**config.mk**
```make
export PLATFORM = sky130hd
export DESIGN_NAME = jcontrol_seq
export DESIGN_NICKNAME = d
export VERILOG_FILES = /design/src/rtl/jcpu_pkg.sv /design/src/rtl/jinstr_decode.sv /design/src/rtl/jcontrol_seq.sv
export SDC_FILE = /design/constraint.sdc
export NUM_CORES = 1
export LEC_CHECK = 0
export CELL_PAD_IN_SITES_DETAIL_PLACEMENT = 1
export CELL_PAD_IN_SITES_GLOBAL_PLACEMENT = 2
export CORE_ASPECT_RATIO = 0.6
export CORE_MARGIN = 2
export CORE_UTILIZATION = 25
export CTS_CLUSTER_SIZE = 24
export DETAILED_ROUTE_END_ITERATION = 16
export GPL_ROUTABILITY_DRIVEN = 0
export PLACE_DENSITY_LB_ADDON = 0.1
export SYNTH_ARGS = -nofsm -noshare
export SYNTH_HDL_FRONTEND = slang
export SYNTH_SLANG_ARGS = --single-unit
```
**constraint.sdc**
```tcl
create_clock -name clk -period 5.9 [get_ports clk]
set_input_delay 1.475 -clock clk [delete_from_list [all_inputs] [get_ports clk]]
set_output_delay 1.475 -clock clk [all_outputs]
set_load 0.005 [all_outputs]
```
**src/rtl/jcpu_pkg.sv**
```systemverilog
// Shared definitions for the J-CPU control path.
// Holds the instruction opcode constants, the default halt encoding, the ALU
// operation codes, the flag bit positions and the decoded instruction class
// record used between the decoder and the control sequencer.
package jcpu_pkg;

  // Upper nibble of the non-ALU instructions (bit 7 clear).
  localparam logic [3:0] OP_LD    = 4'b0000;
  localparam logic [3:0] OP_ST    = 4'b0001;
  localparam logic [3:0] OP_DATA  = 4'b0010;
  localparam logic [3:0] OP_JMPR  = 4'b0011;
  localparam logic [3:0] OP_JMP   = 4'b0100;
  localparam logic [3:0] OP_JCOND = 4'b0101;

  // CLF is a full-byte encoding inside the 0110 group.
  localparam logic [7:0] OP_CLF = 8'h60;

  // Default full-byte encoding that stops the stepper.
  localparam logic [7:0] HALT_OP_DEF = 8'h61;

  // ALU operation codes carried in ir[6:4] of an ALU instruction.
  typedef enum logic [2:0] {
    ALU_ADD = 3'b000,
    ALU_SHR = 3'b001,
    ALU_SHL = 3'b010,
    ALU_NOT = 3'b011,
    ALU_AND = 3'b100,
    ALU_OR  = 3'b101,
    ALU_XOR = 3'b110,
    ALU_CMP = 3'b111
  } alu_op_e;

  // Bit positions inside the 4-bit flags word {carry, a_larger, equal, zero}.
  localparam int FLAG_C = 3;
  localparam int FLAG_A = 2;
  localparam int FLAG_E = 1;
  localparam int FLAG_Z = 0;

  // One-hot instruction class. All fields clear means the encoding has no
  // work to do in steps 4-6 (unused 0110/0111 encodings).
  typedef struct packed {
    logic alu;
    logic ld;
    logic st;
    logic data;
    logic jmpr;
    logic jmp;
    logic jcond;
    logic clf;
    logic halt;
  } instr_class_t;

endpackage

```
**src/rtl/jinstr_decode.sv**
```systemverilog
// Combinational instruction decoder.
// Turns the latched instruction byte into a one-hot instruction class plus
// the register selectors and ALU operation field.
// Ports:
//   ir   in   WIDTH  latched instruction register
//   cls  out  class  one-hot instruction class (all zero = no-op encoding)
//   op   out  3      ALU operation field
//   ra   out  2      register A selector
//   rb   out  2      register B selector
module jinstr_decode
  import jcpu_pkg::*;
#(
  parameter int               WIDTH   = 8,
  parameter logic [WIDTH-1:0] HALT_OP = WIDTH'(HALT_OP_DEF)
) (
  input  logic [WIDTH-1:0] ir,
  output instr_class_t     cls,
  output logic [2:0]       op,
  output logic [1:0]       ra,
  output logic [1:0]       rb
);

  // Bit 7 alone marks an ALU instruction. Among the rest, the halt and CLF
  // full-byte encodings are matched before the upper-nibble opcode so that
  // they win over the generic 0110/0111 "do nothing" group.
  always_comb begin
    cls = '0;
    op  = ir[WIDTH-2 -: 3];
    ra  = ir[3:2];
    rb  = ir[1:0];
    if (ir[WIDTH-1]) begin
      cls.alu = 1'b1;
    end else if (ir == HALT_OP) begin
      cls.halt = 1'b1;
    end else if (ir == WIDTH'(OP_CLF)) begin
      cls.clf = 1'b1;
    end else begin
      case (ir[WIDTH-1 -: 4])
        OP_LD:    cls.ld    = 1'b1;
        OP_ST:    cls.st    = 1'b1;
        OP_DATA:  cls.data  = 1'b1;
        OP_JMPR:  cls.jmpr  = 1'b1;
        OP_JMP:   cls.jmp   = 1'b1;
        OP_JCOND: cls.jcond = 1'b1;
        default:  cls       = '0;
      endcase
    end
  end

endmodule

```
**src/rtl/jcontrol_seq.sv**
```systemverilog
// Control sequencer for the J-CPU.
// Consumes the clock phases and the one-hot stepper, and produces the
// datapath enable/set strobes, the ALU operation, flag capture and the halt
// request. Keeps its own copies of the instruction and flags registers.
// Ports:
//   clk, reset            clock and synchronous active-high reset
//   clke, clks            enable phase / set phase from the clock generator
//   bos[0:5]              one-hot stepper, bos[0] is step 1
//   bus                   system bus, sampled for the instruction capture
//   alu_flags             {carry, a_larger, equal, zero} from the ALU
//   bus1                  forces constant 1 onto ALU input B
//   ena_* / set_*         datapath strobes (ena on clke, set on clks)
//   ena_reg, set_reg      one-hot general register enable/set, [0] is R0
//   alu_op                ALU operation, held for the whole step
//   set_flags, flags      flag register load strobe and latched flags
//   halt                  sticky request to the stepper halt input
module jcontrol_seq
  import jcpu_pkg::*;
#(
  parameter int               NREG    = 4,
  parameter int               WIDTH   = 8,
  parameter logic [WIDTH-1:0] HALT_OP = WIDTH'(HALT_OP_DEF)
) (
  input  logic             clk,
  input  logic             reset,
  input  logic             clke,
  input  logic             clks,
  input  logic [0:5]       bos,
  input  logic [WIDTH-1:0] bus,
  input  logic [3:0]       alu_flags,
  output logic             bus1,
  output logic             ena_iar,
  output logic             set_iar,
  output logic             ena_ram,
  output logic             set_ram,
  output logic             set_mar,
  output logic             set_ir,
  output logic             ena_acc,
  output logic             set_acc,
  output logic             set_tmp,
  output logic [0:NREG-1]  ena_reg,
  output logic [0:NREG-1]  set_reg,
  output logic [2:0]       alu_op,
  output logic             set_flags,
  output logic [3:0]       flags,
  output logic             halt
);

  logic [WIDTH-1:0] ir_q;
  instr_class_t     cls;
  logic [2:0]       op;
  logic [1:0]       ra;
  logic [1:0]       rb;
  logic             bos_valid;
  logic [0:5]       step;
  logic             jcond_taken;

  jinstr_decode #(
    .WIDTH   (WIDTH),
    .HALT_OP (HALT_OP)
  ) u_decode (
    .ir  (ir_q),
    .cls (cls),
    .op  (op),
    .ra  (ra),
    .rb  (rb)
  );

  // A step is only acted on when the stepper is exactly one-hot and the
  // sequencer is neither in reset nor halted; otherwise every step line is
  // treated as idle so no strobe can fire and no state can load.
  assign bos_valid   = (bos != '0) && ((bos & (bos - 6'd1)) == '0);
  assign step        = (!reset && !halt && bos_valid) ? bos : '0;
  assign jcond_taken = |({ra, rb} & flags);

  // Instruction, flags and halt registers. The instruction register loads
  // from the bus on the step-2 set strobe, the flags load on the flag set
  // strobe (CLF loads zero instead of the ALU flags), and halt latches on
  // the step-4 set phase of the halt instruction and stays until reset.
  always_ff @(posedge clk) begin
    if (reset) begin
      ir_q  <= '0;
      flags <= '0;
      halt  <= 1'b0;
    end else begin
      if (set_ir) begin
        ir_q <= bus;
      end
      if (set_flags) begin
        flags <= cls.clf ? 4'b0000 : alu_flags;
      end
      if (step[3] && clks && cls.halt) begin
        halt <= 1'b1;
      end
    end
  end

  // Per-step strobe generation. Enables follow clke, sets follow clks,
  // while bus1 and alu_op are held for the whole step. Steps 1-3 are the
  // shared fetch; steps 4-6 depend on the decoded class. Each branch drives
  // at most one bus enable so the bus always has a single driver.
  always_comb begin
    bus1      = 1'b0;
    ena_iar   = 1'b0;
    set_iar   = 1'b0;
    ena_ram   = 1'b0;
    set_ram   = 1'b0;
    set_mar   = 1'b0;
    set_ir    = 1'b0;
    ena_acc   = 1'b0;
    set_acc   = 1'b0;
    set_tmp   = 1'b0;
    ena_reg   = '0;
    set_reg   = '0;
    alu_op    = ALU_ADD;
    set_flags = 1'b0;

    if (step[0]) begin
      bus1    = 1'b1;
      ena_iar = clke;
      set_mar = clks;
      set_acc = clks;
      alu_op  = ALU_ADD;
    end

    if (step[1]) begin
      ena_ram = clke;
      set_ir  = clks;
    end

    if (step[2]) begin
      ena_acc = clke;
      set_iar = clks;
    end

    if (step[3]) begin
      if (cls.alu) begin
        ena_reg[rb] = clke;
        set_tmp     = clks;
      end else if (cls.ld || cls.st) begin
        ena_reg[ra] = clke;
        set_mar     = clks;
      end else if (cls.data || cls.jcond) begin
        bus1    = 1'b1;
        ena_iar = clke;
        set_mar = clks;
        set_acc = clks;
      end else if (cls.jmpr) begin
        ena_reg[rb] = clke;
        set_iar     = clks;
      end else if (cls.jmp) begin
        ena_iar = clke;
        set_mar = clks;
      end else if (cls.clf) begin
        bus1      = 1'b1;
        set_flags = clks;
      end
    end

    if (step[4]) begin
      if (cls.alu) begin
        ena_reg[ra] = clke;
        alu_op      = op;
        set_acc     = clks;
        set_flags   = clks;
      end else if (cls.ld || cls.data) begin
        ena_ram     = clke;
        set_reg[rb] = clks;
      end else if (cls.st) begin
        ena_reg[rb] = clke;
        set_ram     = clks;
      end else if (cls.jmp) begin
        ena_ram = clke;
        set_iar = clks;
      end else if (cls.jcond) begin
        ena_acc = clke;
        set_iar = clks;
      end
    end

    // CMP only updates the flags, so it leaves the register file alone and
    // a conditional jump that is not taken simply falls through.
    if (step[5]) begin
      if (cls.alu && (op != ALU_CMP)) begin
        ena_acc     = clke;
        set_reg[rb] = clks;
      end else if (cls.data) begin
        ena_acc = clke;
        set_iar = clks;
      end else if (cls.jcond && jcond_taken) begin
        ena_ram = clke;
        set_iar = clks;
      end
    end
  end

endmodule
```
Yosys cells after proc, flatten, opt, wreduce, memory -nomap -nowiden

Index checks and enable logic that the tools add are counted.

Register bits: 13
Input bits: 22
Output and inout port bits: 27
Word-level logic and storage cells: 158

Add/subtract/negate cells: 1
Magnitude comparators: 4
Equal/unequal tests: 8
Muxes and demuxes: 117
Bitwise gates (word level): 7
Reduce and logical (&&, ||, !) cells: 18

Operators with widths:

| kind                | number |
|---|---|
| $mux 1              | 91 |
| $mux 4              | 15 |
| $and 4x4->4         | 4 |
| $eq 8x7->1 const B  | 2 |
| $mux 8              | 2 |
| $bwmux 4            | 3 |
| $mux 6              | 2 |
| $logic_and 1x1->1   | 9 |
| $eq 4x2->1 const B  | 2 |
| $eq 4x3->1 const B  | 2 |
| $and 6x6->6         | 1 |
| $ge 3x3->1 const B  | 2 |
| $logic_not 6->1     | 1 |
| $lt 3x1->1 const B  | 2 |
| $mux 3              | 2 |
| $not 2->3           | 2 |
| $reduce_bool 6->1   | 1 |
| $sub 6x1->6 const B | 1 |
| $demux 1 s2         | 2 |
| $eq 4x1->1 const B  | 1 |
| $logic_not 4->1     | 1 |
| $reduce_or 4->1     | 1 |
| $logic_or 1x1->1    | 3 |
| $ne 3x3->1 const B  | 1 |
| $logic_not 1->1     | 2 |

Logic depth before layout (Yosys ltp)

Gate-level depths: netlist of the first run.

Depth after elaboration: 22
Mapped depth: 7
Depth with buffers taken out: 5

Cells and area by module

Synthesis of the first run repeated with hierarchy kept, for this count alone.

Cell total of the unflattened synthesis: 180
Area total of the unflattened synthesis: 1360.1 um^2

By module, submodules not included:

| module        | times used | cells an instance | area an instance (um^2) | seq. area each (um^2) |
|---|---|---|---|---|
| jcontrol_seq  | 1          | 159               | 1206.2                  | 260.2 |
| jinstr_decode | 1          | 21                | 153.9                   | 0.0 |

Worst setup path before layout of the first run

OpenSTA, ideal clock, no wires.

Kind: input-to-output
Start point: input bos[1] in the netlist's numbering
End point: output ena_reg[0] in the netlist's numbering
Arrival time: 2.774 ns
Required time: 4.425 ns
Path slack: 1.651 ns
Cell stages on the path: 6
Path buffers: 1
Cells stage by stage: buf_2 -> nor4b_2 -> a2111oi_2 -> o31ai_4 -> nand3_4 -> o41ai_2

Word-level cells in the longest chain between the ends: 12
Elaborated cells between the ends (all ways): 14
Those cells by class: add/sub (1); mux (8); bitwise (1); reduce/logical (4)

RTL lines:

| item                  | line                | text |
|---|---|---|
| from (decl)           | jcontrol_seq.sv:28  | `input logic [0:5] bos,` |
| $sub 6x1->6           | jcontrol_seq.sv:72  | `assign bos_valid = (bos != '0) && ((bos & (bos - 6'd1)) == '0);` |
| $and 6x6->6           | jcontrol_seq.sv:72  |  |
| $logic_not 6->1       | jcontrol_seq.sv:72  |  |
| $logic_and 1x1->1 (*) | jcontrol_seq.sv:72  |  |
| $logic_and 1x1->1 (*) | jcontrol_seq.sv:73  | `assign step = (!reset && !halt && bos_valid) ? bos : '0;` |
| $mux 6 (*)            | jcontrol_seq.sv:73  |  |
| $mux 4                | jcontrol_seq.sv:136 | `if (step[3]) begin` |
| $bwmux 4              | jcontrol_seq.sv:170 | `ena_reg[rb] = clke;` |
| $mux 4                | jcontrol_seq.sv:169 | `end else if (cls.st) begin` |
| $mux 4                | jcontrol_seq.sv:166 | `end else if (cls.ld \|\| cls.data) begin` |
| $mux 4                | jcontrol_seq.sv:161 | `if (cls.alu) begin` |
| $mux 4 (*)            | jcontrol_seq.sv:160 | `if (step[4]) begin` |
| to (decl)             | jcontrol_seq.sv:41  | `output logic [0:NREG-1] ena_reg,` |

Mark *: on every way between the ends. The rest lies on a longest branch, timed or not.

Final worst setup path of the first run

Start point: input bos[3] in the netlist's numbering
End point: output ena_reg[3] in the netlist's numbering

Word-level cells in the longest chain between the ends: 12
Elaborated cells between the ends (all ways): 14
Those cells by class: add/sub (1); mux (8); bitwise (1); reduce/logical (4)

RTL lines:

| item              | line |
|---|---|
| $sub 6x1->6       | jcontrol_seq.sv:72 |
| $and 6x6->6       | jcontrol_seq.sv:72 |
| $logic_not 6->1   | jcontrol_seq.sv:72 |
| $logic_and 1x1->1 | jcontrol_seq.sv:72 |
| $logic_and 1x1->1 | jcontrol_seq.sv:73 |
| $mux 6 (*)        | jcontrol_seq.sv:73 |
| $mux 4            | jcontrol_seq.sv:136 |
| $bwmux 4          | jcontrol_seq.sv:170 |
| $mux 4            | jcontrol_seq.sv:169 |
| $mux 4            | jcontrol_seq.sv:166 |
| $mux 4            | jcontrol_seq.sv:161 |
| $mux 4 (*)        | jcontrol_seq.sv:160 |

Marks and branches as above.

==> results of run 1 <==
[through the flow]
stage          hold slack, ns  total power [µW]
2_1_floorplan          0.4787             113.0
3_3_place_gp           0.4834             136.8
3_5_place_dp           0.4905             137.9
6_report               0.4999             217.6
5_1_grt                0.5496             227.5
4_1_cts                0.5065             220.1
[synthesized netlist by cell type (5+ instances only)]
cell type and count:
a21oi_1 16, a22oi_1 5, a31oi_1 5, and2_1 5, clkbuf_1 9, dfxtp_1 13
nand2_1 14, nand3_1 13, nand4_1 7, nor2_1 17, nor2b_1 9, nor3_1 6
o21ai_0 14, o21ai_1 6
[metal layers]
metal,global-route usage,routed length (µm),vias up
met5,0,0,-
met4,0.02579,0,0
met3,0.04211,408,0
met2,0.2956,2265,69
met1,0.2626,2600,788
li1,-,-,792
[state kept, by name, summed over array words and instances, names as in the netlist]
register / count
ir_q: 8
flags: 4
halt: 1
[power by group]
group	internal, µW	switching [µW]
Combinational	22.8	24.0
Sequential	88.1	1.22
Clock	46.7	34.7
[layout make-up]
cell class                      instances  area (µm²)  share of cell area
Clock buffer                            3       41.29             0.02181
Tap cell                               66       82.58             0.04362
Timing Repair Buffer                   55       533.0              0.2816
Clock inverter                          1       5.005            0.002644
Multi-Input combinational cell        154       959.7              0.5069
Inverter                                3       11.26            0.005948
Sequential cell                        13       260.3              0.1375
[critical path, delay by kind of cell]
kind	cells	cell delay [ns]
buf+inv	2	1.23
compound gates	3	0.77
simple gates	2	0.61
[final timing paths]
check / to / cells past startpoint
max: ena_reg[3] / 7
min: flags[3] / 2
max reg2reg: flags[0] / 5
min reg2reg: flags[3] / 2
[kinds of logic (layout without fill, tap and decap cells)]
family / after synthesis / after routing
multiplexers: 1 / 1
buffers and inverters: 18 / 62
flip-flops: 13 / 13
AND/OR/NAND/NOR: 86 / 86
AO/OA/AOI/OAI: 66 / 66
XOR/XNOR: 1 / 1
==> flow_summary.toml, run 1 <==
[run_status]
status = "completed"

[die]
die_h_um = 60.13
dieWidth_um = 97.54
dieArea_um2 = 5865
core_area_um2 = 5055
start_util = 0.2597
io_pins = 49
rows = 20

[layout]
layout.nets = 252
stdcell_area_um2 = 1893
layout_commonest_cell = "clkdlybuf4s50_1"
antennaDiodeCount = 0
n_fill_cell = 628
final_cell_mix = "clkdlybuf4s50_1 (48), nor2_1 (17), a21oi_1 (16)"
layout-drive-gt1-share = 0.09607
synthToLayoutAreaGrowth_pct = 44.23
finish.utilization = 0.3745
fin_cells = 295

[hold_path]
hold_class = "flip-flop to flip-flop"
min_from = "flags[3]"

[timing]
setup_viol_count_final = 0
setup_ws_ns = 0.3233
slew_headroom = 0.6254
clock_skew_ns = 0.002695
tns_ns = 0
grt_setup_unrepaired = "false"
fin_crit_ns = 5.577
fmax_mhz = 179.3
slew_viol_final = 0
worstMarginPinSlew_ns = 0.5611
finalCritPeriodShare = 0.9452
final_hold_viol_count = 0

[yosys]
synth-seq-cells = 13
syn_area_um2 = 1313
synthArstFlopShare = 0
synth_fp_nets = 207
yosys_warnings = 0
ys.flop_type = "dfxtp_1"
netlist_top_cells_area = "dfxtp_1 (20%), a21oi_1 (6.1%), o21ai_0 (5.3%), nand3_1 (5.0%), nor2_1 (4.9%)"
yosys.area_share.simple = 0.3670
synth-xor-area-share = 0.006673
yosysTopAreaCellShare = 0.1983
yosys.area_share.adder = 0
synth_top_area_cell = "dfxtp_1"
synth_mux_area_frac = 0.008580
synth_top_family_by_area = "simple AND/OR/NAND/NOR gates"
synth_edf_count = 0
synth_compound_area_frac = 0.3489
ys_seq_area_frac = 0.1983
syn_avg_cell_area_um2 = 7.095
netlist_instances = 185
yosysUniqueCellTypes = 46

[global_route]
grt_usage = 0.1851
antenna_found_initial = 0
grt_pass1_vias = 1689
grt_max_degree = 17
grt_overflow_total = 0
grt_pass1_wl_um = 8694

[pwr]
ir_drop_uv = 83.65
p_leak_uw = 0.0006138
p_per_area_nw_per_um2 = 115.0

[critical_path]
cpPeakStageDelay_ns = 0.69
crit_chain = "clkdlybuf4s50_1 -> nor4b_2 -> a2111oi_2 -> o31ai_4 -> nand3_4 -> o311ai_2 -> clkdlybuf4s50_1"
arrival_ns = 4.10
crit_path_end_kind = "primary output"
cp_data_required_time_ns = 4.43
criticalPathCategory = "primary input to primary output"
startpoint = "bos[3]"
startpoint_type = "primary input"
r2r-start = "ir_q[6]"
cp_max_fo = 9
slowest_stage = "clkdlybuf4s50_1"
crit_top_cell = "clkdlybuf4s50_1"
reg2reg_slack_ns = 3.84

[routing]
avgRoutedWirePerCell_um = 17.88
dr.pass1.iters = 4
ant_nets = 0
via_per_inst = 5.590
finalWirelength_um = 5274
drt_iter0_drc = 93
drcViolationCount = 0
vias = 1649

[cts]
cts_num_sinks = 13
cts_buffer_depth = 2
cts_resized = 0
holdBufCountCts = 0
cts_htree_levels = 1
clk_pin_slew_ns = 0.06
cts_tree = "built"
insertion_delay_ns = 0.24
postCtsSetupRepairBufs = 0
cts_made_buffers = 3
clockRootBuffer = "clkbuf_8"

[placement]
dpl.hpwl_um = 4044
dp_slack_ns = 0.2896
io_buffers = 48
dpl.cell_count = 291
placed_cell_area_um2 = 1847

[flow_run]
cap_violations = 0
Power figures use the tool's default switching activity.
==> run 2, diff against run 1 <==
--- a/config.mk
+++ b/config.mk
@@ -8,7 +8,6 @@
 export CELL_PAD_IN_SITES_DETAIL_PLACEMENT = 1
 export CELL_PAD_IN_SITES_GLOBAL_PLACEMENT = 2
 export CORE_ASPECT_RATIO = 0.6
-export CORE_MARGIN = 2
 export CORE_UTILIZATION = 25
 export CTS_CLUSTER_SIZE = 24
 export DETAILED_ROUTE_END_ITERATION = 16
==> run 2 against run 1 <==
Against the previous run: sequential power about the same; fmax decreased by 0.68%; highest routed layer is now met4; cell count unchanged; critical endpoint is now ena_reg[0]; largest power group unchanged.
==> flow_summary.toml, run 2 (same netlist as run 1, synthesis figures left out) <==
[die]
core_area_um2 = 5055
dieArea_um2 = 5553
rows = 20
die_h_um = 58.13
io_pins = 49
dieWidth_um = 95.54
start_util = 0.2597

[timing]
worstMarginPinSlew_ns = 0.5622
fmax_mhz = 178.1
finalCritPeriodShare = 0.9517
final_hold_viol_count = 0
slew_headroom = 0.6240
tns_ns = 0
clock_skew_ns = 0.003693
slew_viol_final = 0
grt_setup_unrepaired = "false"
setup_viol_count_final = 0
fin_crit_ns = 5.615
hold_ws_ns = 0.5115

[layout]
layout.nets = 252
layout-drive-gt1-share = 0.09170
n_fill_cell = 639
multiInputGateArea_um2 = 959.7
seq_area_um2 = 260.3
stdcell_area_um2 = 1892
reg_top3 = "ir_q: 8 flops, flags: 4 flops, halt: 1 flops"
largest_reg_flops = 8
layout_commonest_cell = "clkdlybuf4s50_1"
final_cell_mix = "clkdlybuf4s50_1 (48), nor2_1 (17), a21oi_1 (16)"
antennaDiodeCount = 0
top_register = "ir_q"
synthToLayoutAreaGrowth_pct = 44.14

[hold_path]
min_from = "flags[2]"
hold_class = "flip-flop to flip-flop"
min_to = "flags[2]"
min_delay_path_depth = 2

[cts]
clk_pin_slew_ns = 0.06
cts_num_sinks = 13
cts_tree = "built"
cts_buffer_depth = 2
cts_resized = 0
holdBufCountCts = 0
cts_htree_levels = 1
clockRootBuffer = "clkbuf_8"
postCtsSetupRepairBufs = 0
cts_made_buffers = 3
insertion_delay_ns = 0.25

[critical_path]
r2r-start = "ir_q[5]"
r2r_cells = 5
slowest_stage = "clkdlybuf4s50_1"
criticalPathCategory = "primary input to primary output"
cpPeakStageDelay_ns = 0.71
crit_top_cell = "clkdlybuf4s50_1"
reg2reg_slack_ns = 3.87
startpoint_type = "primary input"
crit_chain = "clkdlybuf4s50_1 -> nor4b_2 -> a2111oi_2 -> o31ai_4 -> nand3_4 -> o41ai_2 -> clkdlybuf4s50_1"
cp_data_required_time_ns = 4.43
arrival_ns = 4.14
crit_path_end_kind = "primary output"
reg2reg_to = "flags[3]"
cp_max_fo = 9

[global_route]
grt_usage = 0.1991
grt_overflow_total = 0
grt_pass1_wl_um = 8542
grt_pass1_vias = 1653
antenna_found_initial = 0
grt_max_degree = 17

[routing]
finalWirelength_um = 5245
via_per_inst = 5.586
drcViolationCount = 0
vias = 1648
drt_iter0_drc = 36
dr.pass1.iters = 4
avgRoutedWirePerCell_um = 17.78
ant_nets = 0

[flow_run]
cap_violations = 0

[pwr]
total_power_uw = 218.3
p_per_area_nw_per_um2 = 115.4
p_leak_uw = 0.0006110
ir_drop_uv = 103.0

[placement]
placed_cell_area_um2 = 1847
dpl.hpwl_um = 4076
io_buffers = 48

[run_status]
status = "completed"
## run 2: final cells by class
cell class,instances,area share
sequential,13,0.1376
multi-input combinational,154,0.5073
inverter,3,0.005952
clock buffer,4,0.02381
timing repair buffer,55,0.2817
tap,66,0.04365
## run 2: worst max-delay path by stage
stage / start / end / slack (ns) / depth (start not counted)
finish: bos[3] / ena_reg[0] / 0.28 / 7
CTS: bos[3] / ena_reg[0] / 0.27 / 7
floorplan: bos[1] / ena_reg[0] / 1.65 / 6
global placement: bos[3] / ena_reg[0] / 0.37 / 7
global route: bos[3] / ena_reg[0] / 0.14 / 7
detailed placement: bos[3] / ena_reg[3] / 0.29 / 7
## run 2: routing by layer
metal,track usage,share of wire,vias to the layer above
li1,-,-,790
met1,0.2985,0.49,790
met2,0.3020,0.44,66
met4,0.02772,0.0013,0
met3,0.03412,0.067,2
met5,0,0,-
## run 2: power by group
group          switching [µW]  internal, µW  total [µW]
sequential               1.16          88.1        89.3
clock                    34.3          47.8        82.0
combinational            24.2          22.8        47.0
## run 2: worst max-delay path, delay by kind of cell
family / cells / cell delay, ns
simple gates: 2 / 0.62
compound gates: 3 / 0.79
buf+inv: 2 / 1.26
## run 2: metrics by stage
stage                     setup WS, ns  cells  utilization
after global placement          0.3706    291       0.3653
after floorplan                  1.651    185            -
after global routing            0.1383    295       0.3743
after detailed placement        0.2888    291       0.3653
final                           0.2848    295       0.3743
after CTS                       0.2738    295       0.3743
==> run 3, diff against run 2 <==
--- a/config.mk
+++ b/config.mk
@@ -13,6 +13,7 @@
 export DETAILED_ROUTE_END_ITERATION = 16
 export GPL_ROUTABILITY_DRIVEN = 0
 export PLACE_DENSITY_LB_ADDON = 0.1
+export SLEW_MARGIN = 10
 export SYNTH_ARGS = -nofsm -noshare
 export SYNTH_HDL_FRONTEND = slang
 export SYNTH_SLANG_ARGS = --single-unit
==> results of run 3 <==
No change in the layout: final DEF, timing and power equal those of run 2.
